`src/rtl/seg_scan_ctrl_pkg.sv`:
```
// Shared types and constants for the 7-segment scan controller.
package seg_scan_ctrl_pkg;

  typedef logic [3:0] digit_t;

  localparam digit_t CODE_BLANK = 4'hF;

  typedef enum logic [0:0] {
    ST_BLANK = 1'b0,
    ST_DRIVE = 1'b1
  } scan_state_e;

endpackage

```
`src/rtl/seg_scan_ctrl_if.sv`:
```
// Bus between timekeeping logic, the scan controller and the display pins.
interface seg_scan_if #(
  parameter int unsigned N_DIGITS = 4
);
  import seg_scan_ctrl_pkg::*;

  logic                    scan_en;
  logic [4*N_DIGITS-1:0]   digits;
  logic [N_DIGITS-1:0]     dp_mask;
  logic [N_DIGITS-1:0]     blink_mask;
  logic                    blink_en;
  digit_t                  code;
  logic [N_DIGITS-1:0]     an_n;
  logic                    dp_n;
  logic                    frame_done;

  modport master (
    output scan_en, digits, dp_mask, blink_mask, blink_en,
    input  code, an_n, dp_n, frame_done
  );

  modport slave (
    input  scan_en, digits, dp_mask, blink_mask, blink_en,
    output code, an_n, dp_n, frame_done
  );

endinterface

```
`src/rtl/seg_scan_ctrl_timer.sv`:
```
// Slot timer: cycle-in-slot counter, slot index and end-of-frame pulse.
// Next-count values are exported so the controller can register outputs aligned to them.
module scan_slot_timer #(
  parameter int unsigned N_DIGITS = 4,
  parameter int unsigned SCAN_DIV = 50000
) (
  input  logic                         clk,
  input  logic                         rst_n,
  input  logic                         scan_en,
  output logic [$clog2(SCAN_DIV)-1:0]  cnt,
  output logic [$clog2(N_DIGITS)-1:0]  idx,
  output logic [$clog2(SCAN_DIV)-1:0]  cnt_nxt_c,
  output logic [$clog2(N_DIGITS)-1:0]  idx_nxt_c,
  output logic                         frame_done
);

  localparam int unsigned CNT_W = $clog2(SCAN_DIV);
  localparam int unsigned IDX_W = $clog2(N_DIGITS);
  localparam logic [CNT_W-1:0] CNT_LAST = CNT_W'(SCAN_DIV - 1);
  localparam logic [IDX_W-1:0] IDX_LAST = IDX_W'(N_DIGITS - 1);

  // Disabled scanning parks the timer at the start of slot 0.
  always_comb begin
    cnt_nxt_c = cnt;
    idx_nxt_c = idx;
    if (!scan_en) begin
      cnt_nxt_c = '0;
      idx_nxt_c = '0;
    end else if (cnt == CNT_LAST) begin
      cnt_nxt_c = '0;
      idx_nxt_c = (idx == IDX_LAST) ? '0 : idx + IDX_W'(1);
    end else begin
      cnt_nxt_c = cnt + CNT_W'(1);
    end
  end

  always_ff @(posedge clk or negedge rst_n) begin
    if (!rst_n) begin
      cnt        <= '0;
      idx        <= '0;
      frame_done <= 1'b0;
    end else begin
      cnt        <= cnt_nxt_c;
      idx        <= idx_nxt_c;
      frame_done <= scan_en && (idx_nxt_c == IDX_LAST) && (cnt_nxt_c == CNT_LAST);
    end
  end

endmodule

```
`src/rtl/seg_scan_ctrl.sv`:
```
// Time-multiplexed 7-segment scan controller with anti-ghost blanking,
// frame-coherent digit capture, per-digit blink and decimal points.
module seg_scan_ctrl
  import seg_scan_ctrl_pkg::*;
#(
  parameter int unsigned N_DIGITS     = 4,
  parameter int unsigned SCAN_DIV     = 50000,
  parameter int unsigned BLANK_CYC    = 500,
  parameter int unsigned BLINK_FRAMES = 128
) (
  input  logic      clk,
  input  logic      rst_n,
  seg_scan_if.slave bus
);

  localparam int unsigned CNT_W = $clog2(SCAN_DIV);
  localparam int unsigned IDX_W = $clog2(N_DIGITS);
  localparam int unsigned FC_W  = $clog2(BLINK_FRAMES) + 1;

  localparam logic [0:0] S_BLANK = ST_BLANK;
  localparam logic [0:0] S_DRIVE = ST_DRIVE;

  logic [CNT_W-1:0]          cnt;
  logic [CNT_W-1:0]          cnt_nxt;
  logic [IDX_W-1:0]          idx;
  logic [IDX_W-1:0]          idx_nxt;
  logic                      frame_done;

  logic [0:0]                state;
  logic [0:0]                state_nxt;
  logic [4*N_DIGITS-1:0]     shadow;
  logic [4*N_DIGITS-1:0]     shadow_nxt;
  logic [N_DIGITS-1:0]       shadow_dp;
  logic [N_DIGITS-1:0]       shadow_dp_nxt;
  logic [FC_W-1:0]           frame_cnt;
  logic [FC_W-1:0]           frame_cnt_nxt;
  logic                      blink_phase;
  logic                      blink_phase_nxt;

  digit_t                    code_q;
  digit_t                    code_nxt;
  logic [N_DIGITS-1:0]       an_n_q;
  logic [N_DIGITS-1:0]       an_n_nxt;
  logic                      dp_n_q;
  logic                      dp_n_nxt;

  scan_slot_timer #(
    .N_DIGITS (N_DIGITS),
    .SCAN_DIV (SCAN_DIV)
  ) u_timer (
    .clk        (clk),
    .rst_n      (rst_n),
    .scan_en    (bus.scan_en),
    .cnt        (cnt),
    .idx        (idx),
    .cnt_nxt_c  (cnt_nxt),
    .idx_nxt_c  (idx_nxt),
    .frame_done (frame_done)
  );

  // Shadow capture at frame start; blink phase advances once per BLINK_FRAMES frames.
  always_comb begin
    shadow_nxt      = shadow;
    shadow_dp_nxt   = shadow_dp;
    frame_cnt_nxt   = frame_cnt;
    blink_phase_nxt = blink_phase;
    if (bus.scan_en && (cnt == '0) && (idx == '0)) begin
      shadow_nxt    = bus.digits;
      shadow_dp_nxt = bus.dp_mask;
    end
    if (bus.scan_en && frame_done) begin
      if (frame_cnt == FC_W'(BLINK_FRAMES - 1)) begin
        frame_cnt_nxt   = '0;
        blink_phase_nxt = ~blink_phase;
      end else begin
        frame_cnt_nxt = frame_cnt + FC_W'(1);
      end
    end
  end

  // Next-state and next-output logic, evaluated against the upcoming cnt/idx.
  always_comb begin
    state_nxt = state;
    code_nxt  = CODE_BLANK;
    an_n_nxt  = '1;
    dp_n_nxt  = 1'b1;
    case (state)
      S_BLANK: if (bus.scan_en && (cnt_nxt >= CNT_W'(BLANK_CYC))) state_nxt = S_DRIVE;
      S_DRIVE: if (!bus.scan_en || (cnt_nxt == '0))                state_nxt = S_BLANK;
      default: state_nxt = S_BLANK;
    endcase
    if (state_nxt == S_DRIVE) begin
      an_n_nxt = ~(N_DIGITS'(1) << idx_nxt);
      if (!(bus.blink_en && bus.blink_mask[idx_nxt] && !blink_phase_nxt)) begin
        code_nxt = shadow_nxt[{idx_nxt, 2'b00} +: 4];
        dp_n_nxt = ~shadow_dp_nxt[idx_nxt];
      end
    end
  end

  always_ff @(posedge clk or negedge rst_n) begin
    if (!rst_n) begin
      state       <= S_BLANK;
      shadow      <= '1;
      shadow_dp   <= '0;
      frame_cnt   <= '0;
      blink_phase <= 1'b1;
      code_q      <= CODE_BLANK;
      an_n_q      <= '1;
      dp_n_q      <= 1'b1;
    end else begin
      state       <= state_nxt;
      shadow      <= shadow_nxt;
      shadow_dp   <= shadow_dp_nxt;
      frame_cnt   <= frame_cnt_nxt;
      blink_phase <= blink_phase_nxt;
      code_q      <= code_nxt;
      an_n_q      <= an_n_nxt;
      dp_n_q      <= dp_n_nxt;
    end
  end

  assign bus.code       = code_q;
  assign bus.an_n       = an_n_q;
  assign bus.dp_n       = dp_n_q;
  assign bus.frame_done = frame_done;

endmodule

```
`src/flat_wrapper.sv`:
```
// flat-port wrapper written by rule: the top's interface ports become plain ports
module seg_scan_ctrl_flat import seg_scan_ctrl_pkg::*;
#(
  parameter int unsigned N_DIGITS     = 4,
  parameter int unsigned SCAN_DIV     = 50000,
  parameter int unsigned BLANK_CYC    = 500,
  parameter int unsigned BLINK_FRAMES = 128
)
  (clk, rst_n, bus_scan_en, bus_digits, bus_dp_mask, bus_blink_mask, bus_blink_en, bus_code, bus_an_n, bus_dp_n, bus_frame_done);
  seg_scan_if #(.N_DIGITS(N_DIGITS)) bus_i ();
  input  logic clk;
  input  logic rst_n;
  input wire logic [$bits(bus_i.scan_en)-1:0] bus_scan_en;
  input wire logic [$bits(bus_i.digits)-1:0] bus_digits;
  input wire logic [$bits(bus_i.dp_mask)-1:0] bus_dp_mask;
  input wire logic [$bits(bus_i.blink_mask)-1:0] bus_blink_mask;
  input wire logic [$bits(bus_i.blink_en)-1:0] bus_blink_en;
  output wire logic [$bits(bus_i.code)-1:0] bus_code;
  output wire logic [$bits(bus_i.an_n)-1:0] bus_an_n;
  output wire logic [$bits(bus_i.dp_n)-1:0] bus_dp_n;
  output wire logic [$bits(bus_i.frame_done)-1:0] bus_frame_done;
  assign bus_i.scan_en = bus_scan_en;
  assign bus_i.digits = bus_digits;
  assign bus_i.dp_mask = bus_dp_mask;
  assign bus_i.blink_mask = bus_blink_mask;
  assign bus_i.blink_en = bus_blink_en;
  assign bus_code = bus_i.code;
  assign bus_an_n = bus_i.an_n;
  assign bus_dp_n = bus_i.dp_n;
  assign bus_frame_done = bus_i.frame_done;
  seg_scan_ctrl #(.N_DIGITS(N_DIGITS), .SCAN_DIV(SCAN_DIV), .BLANK_CYC(BLANK_CYC), .BLINK_FRAMES(BLINK_FRAMES)) u_core (.clk(clk), .rst_n(rst_n), .bus(bus_i));
endmodule
```
`config.mk`:
```
export PLATFORM = sky130hd
export DESIGN_NAME = seg_scan_ctrl_flat
export DESIGN_NICKNAME = d
export VERILOG_FILES = /design/src/rtl/seg_scan_ctrl_pkg.sv /design/src/rtl/seg_scan_ctrl_if.sv /design/src/rtl/seg_scan_ctrl_timer.sv /design/src/rtl/seg_scan_ctrl.sv /design/src/flat_wrapper.sv
export SDC_FILE = /design/constraint.sdc
export NUM_CORES = 1
export LEC_CHECK = 0
export CAP_MARGIN = 20
export CORE_MARGIN = 4
export CORE_UTILIZATION = 45
export DETAILED_ROUTE_END_ITERATION = 8
export DONT_BUFFER_PORTS = 1
export PLACE_DENSITY_LB_ADDON = 0.3
export SYNTH_ARGS = -nofsm -noshare
export SYNTH_HDL_FRONTEND = slang
export SYNTH_SLANG_ARGS = --single-unit
```
`constraint.sdc`:
```
create_clock -name clk -period 2.8 [get_ports clk]
set_input_delay 0.14 -clock clk [delete_from_list [all_inputs] [get_ports clk]]
set_output_delay 0.14 -clock clk [all_outputs]
set_load 0.05 [all_outputs]
```
# Word-level counts from Yosys, hierarchy flattened

Index checks and enable logic that the tools add are counted.
W data, S select, Z words.

Add/sub/neg operators: 3
Shift-type cells: 2
Equal/unequal tests: 5
Multipliers: 0
Div/mod/pow operators: 0
Magnitude comparators: 2
Reduce and logical (&&, ||, !) cells: 14
Multiplexer cells: 22
Bitwise logic cells: 4

Operators by type and width:

| kind                    | count |
|---|---|
| $mux W16                | 3 |
| $eq A16 B16 Y1 const B  | 2 |
| $logic_not A16 Y1       | 2 |
| $add A16 B1 Y16 const B | 1 |
| $ge A16 B9 Y1 const B   | 1 |
| $mux W4                 | 4 |
| $shiftx A16 B5 Y4       | 1 |
| $add A8 B1 Y8 const B   | 1 |
| $eq A8 B7 Y1 const B    | 1 |
| $logic_and A1 B1 Y1     | 8 |
| $mux W1                 | 8 |
| $mux W8                 | 1 |
| $mux W2                 | 3 |
| $bmux W1 S2             | 2 |
| $eq A2 B2 Y1 const B    | 2 |
| $not A4 Y4              | 1 |
| $shl A1 B2 Y4 const A   | 1 |
| $lt A2 B3 Y1 const B    | 1 |
| $not A1 Y1              | 3 |
| $add A2 B1 Y2 const B   | 1 |
| $logic_not A1 Y1        | 2 |
| $logic_not A2 Y1        | 1 |
| $pmux W1 S2             | 1 |
| $logic_or A1 B1 Y1      | 1 |

Output and inout bits: 10
Word-level logic and storage cells: 63
Register bits: 58
Latch bits: 0
Memories: 0
Bits in writable memories: 0
Memory bits (read-only): 0
Bits of input ports: 28

# Depth between registers and ports, before layout

Depth after elaboration: 10
Depth in mapped cells: 10
Mapped depth without buffers: 8

# Modules after synthesis

From an unflattened synthesis, not the netlist that was laid out.

Cells, all modules: 269
Area, all modules: 3022.9 sq um

Modules (own cells, without submodules):

| module          | cells an instance | instances | area each (sq um) |
|---|---|---|---|
| seg_scan_ctrl   | 166               | 1         | 1948.1 |
| scan_slot_timer | 103               | 1         | 1074.8 |

# Worst setup path after synthesis

OpenSTA, ideal clock, no wires.

Path type: register to register
From: register u_core.u_timer.cnt[9]
To: register u_core.code_q[0] (netlist: u_core.bus.code[0])
Cell stages (with the launch flop): 7
Library setup time: 103 ps
Arrival: 2182 ps
Slack: 515 ps
Path through: dfrtp_1 > or4b_1 > nor3_4 > buf_6 > mux2_2 > a221oi_1 > nand4_1

Elaborated cells on any way between the ends: 24
Classes of those cells: 1 x add/sub; 1 x order compare; 1 x eq/ne; 1 x shift; 12 x mux; 8 x reduce/logical

RTL lines:

| what                              | RTL line                  | source |
|---|---|---|
| start: declaration                | seg_scan_ctrl_timer.sv:10 | `output logic [$clog2(SCAN_DIV)-1:0] cnt,` |
| start signal: assignment          | seg_scan_ctrl_timer.sv:43 | `cnt <= cnt_nxt_c;` |
| $logic_not A16 Y1                 | seg_scan_ctrl.sv:67       | `if (bus.scan_en && (cnt == '0) && (idx == '0)) begin` |
| $logic_and A1 B1 Y1 (2 in series) | seg_scan_ctrl.sv:67       |  |
| $mux W16                          | seg_scan_ctrl.sv:67       |  |
| named net u_core.shadow_nxt[4]    | seg_scan_ctrl.sv:32       | `logic [4*N_DIGITS-1:0] shadow_nxt;` |
| $shiftx A16 B5 Y4                 | seg_scan_ctrl.sv:95       | `code_nxt = shadow_nxt[{idx_nxt, 2'b00} +: 4];` |
| $mux W4                           | seg_scan_ctrl.sv:94       | `if (!(bus.blink_en && bus.blink_mask[idx_nxt] && !blink_phase_nxt)) begin` |
| $mux W4                           | seg_scan_ctrl.sv:92       | `if (state_nxt == S_DRIVE) begin` |
| named net u_core.code_nxt[0]      | seg_scan_ctrl.sv:41       | `digit_t code_nxt;` |
| end signal: assignment            | seg_scan_ctrl.sv:117      | `code_q <= code_nxt;` |
| end: declaration                  | seg_scan_ctrl.sv:40       | `digit_t code_q;` |

The timed path passes the listed nets, and every way through them passes these cells. The select of a mux whose other input is x is not followed.
A chain may end at the register's enable or synchronous reset.

# Worst setup path after layout

From: register u_core.u_timer.cnt[0]
To: register u_core.code_q[1] (netlist: u_core.bus.code[1])

Cells in the longest elaborated chain, start to end: 9
Elaborated cells on any way between the ends: 24
Classes of those cells: 1 x add/sub; 1 x order compare; 1 x eq/ne; 1 x shift; 12 x mux; 8 x reduce/logical

Ends and longest elaborated chain:

| what                                                    | RTL line |
|---|---|
| branches (longest 8 deep; another with $add A16 B1 Y16) | -- |
| $mux W4 *                                               | seg_scan_ctrl.sv:92 |
| named net u_core.code_nxt[1]                            | seg_scan_ctrl.sv:41 |

Mark *: on every way through the listed nets, which the timed path passes. The select of a mux whose other input is x is not followed.

==> run summary <==
The final layout contains 360 nets. Highest attainable clock frequency: 395 MHz. The die is 91.6 µm tall.

The clock tree skew after final layout came out at 8.84 ps. In the layout the commonest cells are 33 x nand2_1, 33 x nor2_1, 32 x dfrtp_1. The total power came out at 1.98 mW. The worst hold path belongs to the class in -> reg.

In the synthesized netlist the dominant register cell turns out to be dfrtp_1. The fraction of final layout cells sized beyond drive strength 1 was 0.253. The leakage power summed over all cells was 1.54 nW. The final worst slack was 268 ps. In this run the core area contains 30 standard-cell rows.

The total track usage was 0.173; the total wirelength of the detailed-routed design was 6.73 mm. The logs give 3020 ps for the required time of the critical path and 3150 µm² for the post-synth design cell area. The cell sitting at the root of the clock tree is a clkbuf_8. A synthesized cell averages 10.5 µm². Synthesis-to-layout area growth: 16.4%.

The number of storage elements in the synthesis netlist is 58, and the total core area is 6790 µm². The x dimension of the die came out at 91.6 µm. 38 I/O pins were placed. The run finished with clean final reports. For this run the aggregate overflow at the end of global routing stands at 0. Clock transition at the registers of the reported paths: 70 ps. The run gives 0 as the number of antenna violations at the first check in global routing.

The critical path is of the reg -> reg type. After synthesis, the cell types taking the most area are dfrtp_1 25%, dfstp_2 22%, mux2_2 5.7%, nand2_1 3.9%, nor2_1 3.9%. The ratio of routed vias to standard cells works out to 5.45.

For the pin with the worst max-slew slack, the measured transition is 469 ps. The number of clock buffers inserted by TritonCTS was 9; the estimated wirelength of the detail-placed design was 4.58 mm. The average wire length per cell after detail routing was 15.7 µm. The arrival time of data at the critical path endpoint came out at 2750 ps. Input and output buffers added on the ports amount to 0. The tools report the synthesized instance count as 300. In this run the power density over the cells is 541 nW/µm². Counting distinct cell types in the post-synthesis netlist gives 57. The number of antenna cells inserted was 0; the utilization of the core after routing was 0.539. The worst hold path was traced through 2 stages. The tools report the via count of the first global-routing pass as 2,373. The maximum net fanout on the critical path is 13.

Setup repair after global routing left no endpoint under its margin. The routed design could run at a clock period as short as 2530 ps. The routed layout has 2,331 vias. The number of levels in the clock H-tree is 3, and the number of cells traversed by the worst register-to-register path is 7.

The first global-routing pass estimated 11.6 mm of wire. Clock tree synthesis found a total of 58 sinks. The peak ir drop on the vdd network came out at 0.361 mV. OpenSTA, run right after detailed placement, puts the worst setup slack at 176 ps.

The congestion estimate from routability-driven global placement came to 0.877. The floorplan step defined a die boundary enclosing 8400 µm². The remaining max-slew budget at the tightest pin came out at 0.687. Setup violations remaining at the end of the flow were counted as 0.

The initial core utilization is 0.463, and the number of optimization iterations in the first detailed-route pass is 4. TritonCTS built the clock tree. The worst setup path is captured at a register. After clock tree synthesis, the setup repair step added 0 buffers.

The share of the clock period used by the worst path was 0.904. For the final routed database, the setup TNS stands at 0 ps. The tools report the filler cell count as 591.

The cell type with the largest total area after synthesis was dfrtp_1. The worst setup path is launched from a register. After the first detailed-routing iteration, the DRC count stood at 165. For this run, the number of Yosys warnings is 0.

The tools report the remaining design rule violation count as 0. The final-report hold violation count came out at 0. The tools report the pin count of the biggest net entering global routing as 59. The sequential fraction of the synthesis area was 0.472; the clock latency at the later pin of the worst-skew pair was 330 ps. The tools report the max-slew violation count as 0.

The run gives 0 as the max-capacitance violation count. In this run the remaining antenna-violating nets after routing total 0. Fraction of registers with async set or reset after synthesis: 1.00.

The total nets after synthesis was 333; the buffer levels on the longest clock path was 2. The portion of synthesized cell area occupied by the leading cell type was 0.254; the number of synthesized flops with an enable pin was 0.
-- report_power, final --
group          internal (mW)  total, mW  switching (mW)
clock                  0.436      0.777           0.341
sequential             0.949      0.976          0.0275
combinational          0.114      0.227           0.113
total                   1.50       1.98           0.482
-- state kept, by name (all words and copies together) (netlist names), 2 cells and up --
| signal | flops |
|---|---|
| u_core.shadow_dp | 4 |
| u_core.frame_cnt | 8 |
| u_core.bus.code | 4 |
| u_core.u_timer.cnt | 16 |
| u_core.bus.an_n | 4 |
| u_core.u_timer.idx | 2 |
| u_core.shadow | 16 |
-- cells in the mapped netlist (3+ instances only) --
library cell / n
buf_6: 5
nand4_1: 13
buf_4: 4
xor2_1: 12
a41oi_1: 3
mux2_2: 16
dfrtp_1: 32
xnor2_1: 11
nand3_1: 11
mux2i_1: 3
and4_1: 3
nor3_1: 8
nor2_1: 33
inv_1: 12
nand2_1: 33
nor4_1: 5
buf_2: 3
dfstp_2: 26
ha_1: 5
nor2b_1: 3
a21oi_1: 9
nand2b_1: 5
a221oi_1: 4
-- cell families after synthesis --
| kind of cell | share of synthesized area |
|---|---|
| AOI/OAI and AO/OA | 0.0962 |
| xor gates and xnor gates | 0.0640 |
| adders and majority gates | 0.0199 |
| buffers and inverters | 0.0549 |
| DFF | 0.472 |
| muxes | 0.0668 |
| and+or+nand+nor | 0.227 |
-- metrics by stage --
| stage | hold WS (ps) | cell area, µm² | instances |
|---|---|---|---|
| final | 39.8 | 3660 | 428 |
| after detailed placement | -152 | 3210 | 389 |
| after floorplan | -156 | 3150 | 300 |
| after global placement | -152 | 3210 | 389 |
| after global routing | 31.7 | 3660 | 428 |
| after CTS | 16.3 | 3660 | 428 |
-- repair_timing --
action	4_1_cts	5_1_grt
hold buffers	23	0
resized for setup	0	1
hold endpoints to repair	83	0
setup endpoints to repair	0	2
-- per-layer routing --
| metal | vias to the layer above | share of wire | global-route usage |
|---|---|---|---|
| met5 | - | 0 | 0 |
| met4 | 0 | 0.022 | 0.0804 |
| met3 | 13 | 0.045 | 0.0476 |
| met2 | 47 | 0.47 | 0.270 |
| met1 | 1147 | 0.46 | 0.222 |
| li1 | 1124 | - | - |
-- worst max-delay path: stages, from the launching register on --
cell      delay [ps]
dfrtp_1          460
ha_2             320
and4_1           270
nand4_2          300
a41oi_1          420
inv_1            200
a221oi_1         320
nand4_1          140
-- final timing paths --
kind,from,end,slack [ps]
worst max-delay path,u_core.u_timer.cnt[0],u_core.bus.code[1],270
worst min-delay path,bus_scan_en,u_core.u_timer.cnt[6],40
worst max register to register,u_core.u_timer.cnt[0],u_core.bus.code[1],270
worst min register to register,u_core.shadow[2],u_core.shadow[2],490
max in group asynchronous,rst_n,u_core.blink_phase,2160
min in group asynchronous,rst_n,u_core.u_timer.cnt[6],340
-- area by class of cell --
type / instances / area, µm² / area share
multi-input combinational: 215 / 1490 / 0.408
sequential: 58 / 1480 / 0.405
timing repair buffer: 31 / 320 / 0.0875
clock buffer: 10 / 138 / 0.0376
tap: 96 / 120 / 0.0328
clock inverter: 6 / 62.6 / 0.0171
inverter: 12 / 45.0 / 0.0123
(Power assumes the default switching activity.)
